[config.mk]
export PLATFORM = sky130hd
export DESIGN_NAME = display_driver
export DESIGN_NICKNAME = d
export VERILOG_FILES = /design/src/rtl/display_driver.sv
export SDC_FILE = /design/constraint.sdc
export NUM_CORES = 1
export LEC_CHECK = 0
export CAP_MARGIN = 20
export CORE_MARGIN = 2
export CORE_UTILIZATION = 40
export DETAILED_ROUTE_END_ITERATION = 7
export SLEW_MARGIN = 20
export SYNTH_ARGS = -nofsm -noshare
export SYNTH_HDL_FRONTEND = slang
export SYNTH_SLANG_ARGS = --single-unit
[constraint.sdc]
create_clock -name clk_fpga -period 6.4 [get_ports clk_fpga]
set_input_delay 1.92 -clock clk_fpga [delete_from_list [all_inputs] [get_ports clk_fpga]]
set_output_delay 1.92 -clock clk_fpga [all_outputs]
set_load 0.02 [all_outputs]
[src/rtl/display_driver.sv]
// Binary-to-BCD converter (sequential double-dabble) feeding a multiplexed,
// active-low seven-segment display with optional leading-zero blanking.
module display_driver #(
  parameter int DIGITS   = 8,
  parameter int SCAN_DIV = 50000,
  parameter int BLANK_LZ = 1
) (
  input  logic              clk_fpga,
  input  logic              reset,
  input  logic [31:0]       display,
  output logic [DIGITS-1:0] an,
  output logic [6:0]        seg,
  output logic [39:0]       bcd,
  output logic              overflow,
  output logic              busy
);

  localparam int IW = (DIGITS > 1) ? $clog2(DIGITS) : 1;
  localparam int CW = $clog2(SCAN_DIV);
  localparam logic [DIGITS-1:0] AN_ONE = DIGITS'(1);

  typedef enum logic [1:0] {
    IDLE   = 2'd0,
    SHIFT  = 2'd1,
    COMMIT = 2'd2
  } state_t;

  state_t            state_r;
  logic [31:0]       last_r;
  logic [31:0]       shift_r;
  logic [39:0]       work_r;
  logic [39:0]       work_adj_s;
  logic [5:0]        cnt_r;
  logic              ovf_s;
  logic [CW-1:0]     scan_cnt_r;
  logic [IW-1:0]     scan_idx_r;
  logic [3:0]        nib_s;
  logic              blank_s;
  logic [DIGITS-1:0] lz_s;
  logic              zero_run_s;

  function automatic logic [6:0] seg7(input logic [3:0] n);
    case (n)
      4'd0:    seg7 = 7'b1000000;
      4'd1:    seg7 = 7'b1111001;
      4'd2:    seg7 = 7'b0100100;
      4'd3:    seg7 = 7'b0110000;
      4'd4:    seg7 = 7'b0011001;
      4'd5:    seg7 = 7'b0010010;
      4'd6:    seg7 = 7'b0000010;
      4'd7:    seg7 = 7'b1111000;
      4'd8:    seg7 = 7'b0000000;
      4'd9:    seg7 = 7'b0010000;
      default: seg7 = 7'b1111111;
    endcase
  endfunction

  // Double-dabble correction: every work nibble >= 5 gets +3 before the shift
  always_comb begin
    work_adj_s = work_r;
    for (int i = 0; i < 10; i++) begin
      if (work_r[4*i +: 4] >= 4'd5) begin
        work_adj_s[4*i +: 4] = work_r[4*i +: 4] + 4'd3;
      end else begin
        work_adj_s[4*i +: 4] = work_r[4*i +: 4];
      end
    end
  end

  // Overflow is any non-zero nibble above the physical digit count
  always_comb begin
    ovf_s = 1'b0;
    for (int i = 0; i < 10; i++) begin
      if (i >= DIGITS) begin
        ovf_s = ovf_s | (work_r[4*i +: 4] != 4'd0);
      end else begin
        ovf_s = ovf_s;
      end
    end
  end

  // Conversion FSM: capture on change, 32 shift steps, one commit cycle
  always_ff @(posedge clk_fpga or negedge reset) begin
    if (!reset) begin
      state_r  <= IDLE;
      last_r   <= 32'd0;
      shift_r  <= 32'd0;
      work_r   <= 40'd0;
      cnt_r    <= 6'd0;
      bcd      <= 40'd0;
      overflow <= 1'b0;
      busy     <= 1'b0;
    end else begin
      case (state_r)
        IDLE: begin
          if (display != last_r) begin
            shift_r <= display;
            last_r  <= display;
            work_r  <= 40'd0;
            cnt_r   <= 6'd0;
            busy    <= 1'b1;
            state_r <= SHIFT;
          end
        end
        SHIFT: begin
          {work_r, shift_r} <= {work_adj_s[38:0], shift_r, 1'b0};
          cnt_r <= cnt_r + 6'd1;
          if (cnt_r == 6'd31) begin
            state_r <= COMMIT;
          end
        end
        COMMIT: begin
          bcd      <= work_r;
          overflow <= ovf_s;
          busy     <= 1'b0;
          state_r  <= IDLE;
        end
        default: begin
          state_r <= IDLE;
          busy    <= 1'b0;
        end
      endcase
    end
  end

  // Leading-zero mask from the committed value; overflow forces every digit on
  always_comb begin
    zero_run_s = 1'b1;
    lz_s       = '0;
    for (int k = DIGITS - 1; k >= 0; k--) begin
      zero_run_s = zero_run_s & (bcd[4*k +: 4] == 4'd0);
      lz_s[k]    = zero_run_s & (k != 0) & (BLANK_LZ != 0) & ~overflow;
    end
  end

  // Select the nibble and blank flag for the digit currently scanned
  always_comb begin
    nib_s   = 4'd0;
    blank_s = 1'b0;
    for (int k = 0; k < DIGITS; k++) begin
      if (scan_idx_r == IW'(k)) begin
        nib_s   = bcd[4*k +: 4];
        blank_s = lz_s[k];
      end else begin
        nib_s   = nib_s;
        blank_s = blank_s;
      end
    end
  end

  // Digit scan: free-running divider, round-robin index, registered an/seg
  always_ff @(posedge clk_fpga or negedge reset) begin
    if (!reset) begin
      scan_cnt_r <= '0;
      scan_idx_r <= '0;
      an         <= ~AN_ONE;
      seg        <= 7'b1000000;
    end else begin
      if (scan_cnt_r == CW'(SCAN_DIV - 1)) begin
        scan_cnt_r <= '0;
        scan_idx_r <= (scan_idx_r == IW'(DIGITS - 1)) ? IW'(0) : scan_idx_r + IW'(1);
      end else begin
        scan_cnt_r <= scan_cnt_r + CW'(1);
      end
      an  <= ~(AN_ONE << scan_idx_r);
      seg <= blank_s ? 7'b1111111 : seg7(nib_s);
    end
  end

endmodule

; ---- Word level (Yosys, flattened, before mapping)
; Memory sizes are Yosys's and may differ from the RTL's.
; Cells that the tools add are included.
; W data, S select, Z words.
[op_classes]
n_mux = 39
n_bitwise = 17
order_cmp = 10
n_reduce_logical = 16
n_eq_ne = 14
shift = 1
add_sub_neg = 13
[op_table]
columns = op, n
row1 = $pmux W40 S2, 1
row2 = $mux W4, 17
row3 = $pmux W32 S2, 1
row4 = $ge A4 B3 Y1 const B, 10
row5 = $mux W40, 1
row6 = $add A4 B2 Y4 const B, 9
row7 = $mux W32, 1
row8 = $ne A32 B32 Y1, 1
row9 = $logic_not A4 Y1, 7
row10 = $add A16 B1 Y16 const B, 1
row11 = $eq A16 B16 Y1 const B, 1
row12 = $mux W16, 1
row13 = $and A1 B1 Y1, 13
row14 = $eq A3 B3 Y1 const B, 4
row15 = $pmux W6 S2, 1
row16 = $mux W1, 8
row17 = $not A8 Y8, 1
row18 = $reduce_and A2 Y1, 4
row19 = $reduce_bool A4 Y1, 2
row20 = $shl A1 B3 Y8 const A, 1
row21 = $mux W7, 1
row22 = $add A6 B1 Y6 const B, 1
row23 = $eq A3 B2 Y1 const B, 2
row24 = $eq A6 B5 Y1 const B, 1
row25 = 16 further kinds, 20
[totals]
output_inout_bits = 57
mem_bits_ro = 112
regBits = 188
n_memories = 1
[memory_table]
columns = memory, words, word_bits, rd, rd_clocked_by_memory_dff, wr, line_no
row1 = (name not given), 16, 7, 1, 0, 0, 43  ; case (n)

; ---- Depth between registers and ports, before layout
; Gate-level depths: netlist of the first run.
[logic_depth]
ltp_word = 16
mapped_depth = 13
mapped_depth_nobuf = 11

; ---- Worst setup path after synthesis of the first run
; No wires, ideal clock.
[synth_path]
path_kind = input to register
start = in display[26]
end = reg last_r[10]
setup_slack_ps = 3018
setup_ps = 125
arrival_ps = 3257
path_stages = 7
t_required_ps = 6275
cell_sequence = xor2_1 > nor4_1 > nand4_1 > o21ai_2 > buf_6 > buf_4 > mux2_2
[synth_between]
elab_chain_cells = 2
[synth_lines]
columns = item, line_no
row1 = "start, declared", 10  ; input logic [31:0] display,
row2 = $ne A32 B32 Y1, 96  ; if (display != last_r) begin
row3 = $reduce_and A2 Y1 (no source line), n/a
row4 = "end signal, assigned", 98  ; last_r <= display;
row5 = "end, declared", 29  ; logic [31:0] last_r;
; No other way between the ends.
; A chain may end at the register's enable or synchronous reset.

; ---- Worst setup path after layout of the first run
[layout_path]
start = in display[3]
end = reg last_r[8]
; Same word-level chain as after synthesis.

==> reports/results.ini, run 1 <==
[drt]
wl_mm = 20.1
firstDrtPassIters = 5
post_drt_wl_per_cell_um = 16.3
avgViaCountPerCell = 5.35
drcViolationCount = 0
drt-initial-drc-count = 416
vias = 6603
drtAntennaViolNets = 0

[sta]
relSlewSlack_pct = 45.3
setup_viol_count_final = 0
fin_crit_sh_pct = 65.5
fin_crit_ns = 4.19
rsz0062_at_grt = no
tns_ns = 0
fin_skew_ns = 0.0130
timing.fmax_mhz = 239
finalHoldViolations = 0
slew_viol_final = 0
max_slew.worst_pin.slew_ns = 0.820

[placed_design]
placed_cells = 1202
portBuffers = 90
finalWeightedCongestion = 0.770
dp.final_hpwl_mm = 13.3

[clock_network]
cts_tree = done
clock_sinks = 188
clock_latency_ns = 0.44
cts-htree-levels = 4
cts_root_buf = clkbuf_16
post-cts-setup-buffers = 0
numCtsBuffers = 17
ctsHoldBuffers = 0
clk_path_buf_depth = 2
cts_resized = 0
path_clk_slew_ns = 0.07

[global_routing]
use_met1_pct = 24.5
grt_pass1_wl_mm = 33.7
antenna_found_initial = 0
grt.total_usage_pct = 17.3
grt_max_degree = 104
gr-total-overflow = 0
grt-busiest-layer = met2
grt_pass1_vias = 6324
grt_use_met3_pct = 2.96
grtUsageMet2_pct = 27.4

[die]
core_um2 = 22800
initial_utilization_pct = 40.9
die_y_um = 157
dieArea_um2 = 24500
io_pins = 91
rows = 55
die_w_um = 157

[synth]
synth_top_area_share_pct = 48.4
synth.ff_latch_count = 188
ys_seq_area_share_pct = 50.6
async_flop_share_pct = 100
syn_nets = 906
synth.most_common_cell = dfrtp_1
avgSynthCellArea_um2 = 11.1
ys_warn_count = 0
yosys.area.top_type = dfrtp_1
synth_common_cells = dfrtp_1 (180), mux2_2 (68), xor2_1 (48), o21ai_0 (45), nand3_1 (44)
syn-cell-area_um2 = 9310
synth_cell_type_count = 54
syn_inst = 837
synth_flop_cell = dfrtp_1
synth_area_leaders = dfrtp_1 (48%), mux2_2 (8.2%), ha_1 (4.7%)
synth_edf_count = 0

[worst_setup_path]
end_kind = flip-flop
start_kind = input pin
critPathSlowestCell = clkdlybuf4s50_1
slowest_delay_ns = 0.47
path_cells = clkdlybuf4s50_1 > xor2_1 > nor4_1 > nand4_1 > o21ai_4 > buf_4 > mux2_2
crit_type = input pin to flip-flop
crit_family = buffers and inverters
cp.required_ns = 6.72
cp.arrival_ns = 4.51
worstPathMaxFanout = 40
worst-path-buf-inv = 2

[cells_and_area]
utilization_pct = 48.5
drive_above_1_share_pct = 13.8
antenna_cells = 0
nFillCells = 2077
stdcell_count = 1234
nets = 977
area_growth_pct = 18.7

[power_and_ir_drop]
p_comb_share_pct = 2.7
switchingPower_mw = 0.557
ir_drop_mv = 0.140
swShare_pct = 23.9
power_density_nw_per_um2 = 211
p_leak_nw = 5.19
p_int_mw = 1.77
pwr-share-seq_pct = 50.9
power_frac_clock_pct = 46.3

[outcome]
outcome = complete, no violations

[hold_path]
hp-class = flip-flop to flip-flop

[flow_run]
maxCapViolations = 0

[placed cells by master (no fill, tap or decap), types with 18 or more instances in the layout]
| cell | Yosys | final |
|---|---|---|
| nand2_1 | 36 | 36 |
| mux2_2 | 68 | 68 |
| xnor2_1 | 18 | 18 |
| dfrtp_1 | 180 | 180 |
| a221o_1 | 33 | 33 |
| o21ai_0 | 45 | 45 |
| ha_1 | 35 | 35 |
| inv_1 | 32 | 32 |
| a21oi_1 | 34 | 34 |
| nand3_1 | 44 | 44 |
| and3_1 | 36 | 36 |
| nor2_1 | 34 | 34 |
| clkdlybuf4s50_1 | 0 | 89 |
| xor2_1 | 48 | 48 |
| nor3_1 | 18 | 18 |
[cell type report]
cell class	instances	area [µm²]	area share (%)
inverter	33	126	1.14
multi-input combinational	570	4240	38.4
sequential	188	4710	42.7
timing repair buffer	98	977	8.84
tap	313	392	3.54
clock inverter	15	179	1.62
clock buffer	17	425	3.85
[logic make-up (layout without fill, tap and decap cells)]
group,count (synthesis),count (layout),synth area share [%]
adders and majority gates,35,35,4.70
and+or+nand+nor,225,225,12.6
AOI/OAI and AO/OA,175,175,13.4
xor gates and xnor gates,66,66,6.21
DFF,188,188,50.6
muxes,69,69,8.33
buffers and inverters,79,163,4.18
[state kept, by name, summed over array words and instances, names as in the netlist, 2 cells and up]
name and cells:
scan_cnt_r 16, work_r 40, bcd 40, shift_r 32, scan_idx_r 3, seg 7
an 8, cnt_r 6, last_r 32, state_r 2
[power by group through the flow]
| stage | Sequential, mW | Clock (mW) | Combinational, mW |
|---|---|---|---|
| final | 1.19 | 1.08 | 0.0636 |
| after floorplan | 1.21 | 0 | 0.00753 |
| after global routing | 1.19 | 1.16 | 0.0720 |
| after detailed placement | 1.21 | 0 | 0.0663 |
| after global placement | 1.21 | 0 | 0.0663 |
| after CTS | 1.19 | 1.11 | 0.0664 |
[worst paths after layout]
check	startpoint	to	slack (ns)	cells past startpoint
worst max-delay path	display[3]	last_r[8]	2.21	7
worst min-delay path	scan_cnt_r[13]	scan_cnt_r[13]	0.50	1
worst max register to register	scan_idx_r[2]	seg[3]	3.26	10
worst min register to register	scan_cnt_r[13]	scan_cnt_r[13]	0.50	1
max in group asynchronous	reset	an[4]	3.88	2
min in group asynchronous	reset	bcd[35]	1.52	1
[routing by layer]
layer / wire [µm] / part of all wire (%)
met5: 0 / 0
met4: 192 / 0.95
met3: 700 / 3.5
met2: 9500 / 47
met1: 9720 / 48
[metrics by stage]
stage | setup slack, ns | hold WS, ns | cell area [µm²] | power (mW)
floorplan | 3.02 | 0.440 | 9310 | 1.22
CTS | 2.18 | 0.504 | 11100 | 2.36
finish | 2.21 | 0.504 | 11100 | 2.33
detailed placement | 1.71 | 0.487 | 10400 | 1.28
global route | 2.03 | 0.524 | 11100 | 2.42
global placement | 1.73 | 0.481 | 10400 | 1.28
(Power assumes the default switching activity.)
==> run 2: changes to the inputs <==
==> constraint.sdc (replaced) <==
create_clock -name clk_fpga -period 4.4 [get_ports clk_fpga]
set_input_delay 1.32 -clock clk_fpga [delete_from_list [all_inputs] [get_ports clk_fpga]]
set_output_delay 1.32 -clock clk_fpga [all_outputs]
set_load 0.02 [all_outputs]
==> run 2 against run 1 <==
Critical path depth is the same. Non-clock buffer count grew 2. Via count shrank 0.86%. Critical endpoint is now last_r[16]. Largest cell class unchanged.
==> reports/results.ini, run 2 (synthesis results as in run 1) <==
[outcome]
outcome = complete, no violations

[power_and_ir_drop]
ir_drop_mv = 0.223  ; +60%
p_leak_nw = 5.23  ; +0.82%
power_density_nw_per_um2 = 310  ; +47%

[drt]
drtAntennaViolNets = 0  ; unchanged
wl_mm = 20.1  ; -0.32%
firstDrtPassIters = 4  ; -1
drt-initial-drc-count = 363  ; -13%
drcViolationCount = 0  ; unchanged
avgViaCountPerCell = 5.30  ; -1.0%
post_drt_wl_per_cell_um = 16.2  ; -0.48%
vias = 6546  ; -0.86%

[hold_path]
hp-class = flip-flop to flip-flop

[clock_network]
clk_path_buf_depth = 2  ; unchanged
numCtsBuffers = 17  ; unchanged
path_clk_slew_ns = 0.07  ; about the same
clock_sinks = 188  ; unchanged
cts_resized = 0  ; unchanged
cts_root_buf = clkbuf_16
ctsHoldBuffers = 0  ; unchanged
post-cts-setup-buffers = 0  ; unchanged
clock_latency_ns = 0.44  ; about the same
cts_tree = done
cts-htree-levels = 4  ; unchanged

[worst_setup_path]
worstPathMaxFanout = 62  ; +55%
cp.arrival_ns = 3.72  ; -0.79 ns
slowest_delay_ns = 0.50  ; +0.03 ns
ff2ff_setup_slack_ns = 1.31  ; -1.95 ns
start_kind = input pin
end_kind = flip-flop
path_cells = clkdlybuf4s50_1 > xor2_1 > nor4_1 > nand4_1 > o21ai_4 > buf_12 > mux2_2
cp.required_ns = 4.72  ; -2.00 ns
critPathSlowestCell = clkdlybuf4s50_1
crit_type = input pin to flip-flop

[cells_and_area]
drive_above_1_share_pct = 14.0  ; +0.19 points
nets = 979  ; +0.20%
layout_common_cells = dfrtp_1 (180), clkdlybuf4s50_1 (89), mux2_2 (68), xor2_1 (48), o21ai_0 (45)
reg_top3 = bcd x40, work_r x40
nFillCells = 2084  ; +0.34%
regArea_um2 = 4710  ; unchanged
area_growth_pct = 19.5
multiInputGateArea_um2 = 4240  ; unchanged
layout_commonest_cell = dfrtp_1
fin_area_um2 = 11100  ; +0.65%
antenna_cells = 0  ; unchanged

[global_routing]
antenna_found_initial = 0  ; unchanged
grt_max_degree = 97  ; -6.7%
grt_pass1_vias = 6272  ; -0.82%
grt.total_usage_pct = 17.2  ; -0.061 points
gr-total-overflow = 0  ; unchanged
grt_pass1_wl_mm = 33.6  ; -0.49%

[sta]
max_slew.worst_pin.slew_ns = 0.801  ; -0.0198 ns
slew_viol_final = 0  ; unchanged
timing.fmax_mhz = 294
relSlewSlack_pct = 46.6  ; +1.3 points
setup_viol_count_final = 0  ; unchanged
fin_crit_ns = 3.40
finalHoldViolations = 0  ; unchanged
tns_ns = 0  ; unchanged
fin_crit_sh_pct = 77.2
fin_skew_ns = 0.0159  ; +0.00288 ns
rsz0062_at_grt = no

[placed_design]
dp.final_hpwl_mm = 13.3  ; +0.58%
finalWeightedCongestion = 0.768  ; -0.25%
portBuffers = 90  ; unchanged
place_area_um2 = 10500  ; +0.50%

[die]
die_w_um = 157  ; unchanged
core_um2 = 22800  ; unchanged
die_y_um = 157  ; unchanged
rows = 55  ; unchanged
dieArea_um2 = 24500  ; unchanged
initial_utilization_pct = 40.9  ; unchanged
io_pins = 91  ; unchanged

[flow_run]
maxCapViolations = 0  ; unchanged

## run 2: cell count changes in the layout (fill, tap and decap cells not counted)
cell        before  now
buf_12           1    4
clkinv_4         1    3
clkinvlp_4       3    1
inv_8            6    4
buf_4            7    6
bufinv_16        1    2
inv_6            2    3
## run 2: worst max-delay path: cells and delay by family
kind            cells  cell delay, ns
buf+inv             2            0.81
compound gates      1            0.32
mux                 1            0.37
xor+xnor            1            0.20
simple gates        2            0.68
## run 2: routing by layer
layer,GRT usage [%],wire length (µm),vias up
met3,2.71,630,21
met1,24.7,9790,3228
li1,-,-,3178
met4,5.02,277,0
met5,0,0,-
met2,27.0,9350,119
## run 2: final timing paths
path | endpoint | from | depth (start not counted)
worst min-delay path | scan_cnt_r[13] | scan_cnt_r[13] | 1
max in group asynchronous | last_r[9] | reset | 2
worst max register to register | seg[3] | scan_idx_r[2] | 10
min in group asynchronous | bcd[35] | reset | 1
worst min register to register | scan_cnt_r[13] | scan_cnt_r[13] | 1
worst max-delay path | last_r[16] | display[1] | 7
## run 2: stage by stage
step                std cells  utilization (%)  hold slack (ns)  power (mW)  setup WS, ns
global route             1236             48.8            0.514        3.57         0.907
detailed placement       1204             46.1            0.479        1.86         0.567
CTS                      1236             48.8            0.502        3.50          1.03
finish                   1236             48.8            0.499        3.44          1.00
global placement         1204             46.1            0.478        1.86         0.585
floorplan                 837                -            0.440        1.77          1.62
## run 2: area by class of cell
class	count	area share, %
Clock buffer	17	3.82
Clock inverter	15	1.78
Inverter	33	1.14
Multi-Input combinational cell	570	38.1
Sequential cell	188	42.4
Timing Repair Buffer	100	9.26
Tap cell	313	3.52
## run 2: power by group
part / total (mW) / internal [mW] / switching (mW)
combinational: 0.0950 / 0.0373 / 0.0577
clock: 1.62 / 0.871 / 0.750
sequential: 1.73 / 1.73 / 0
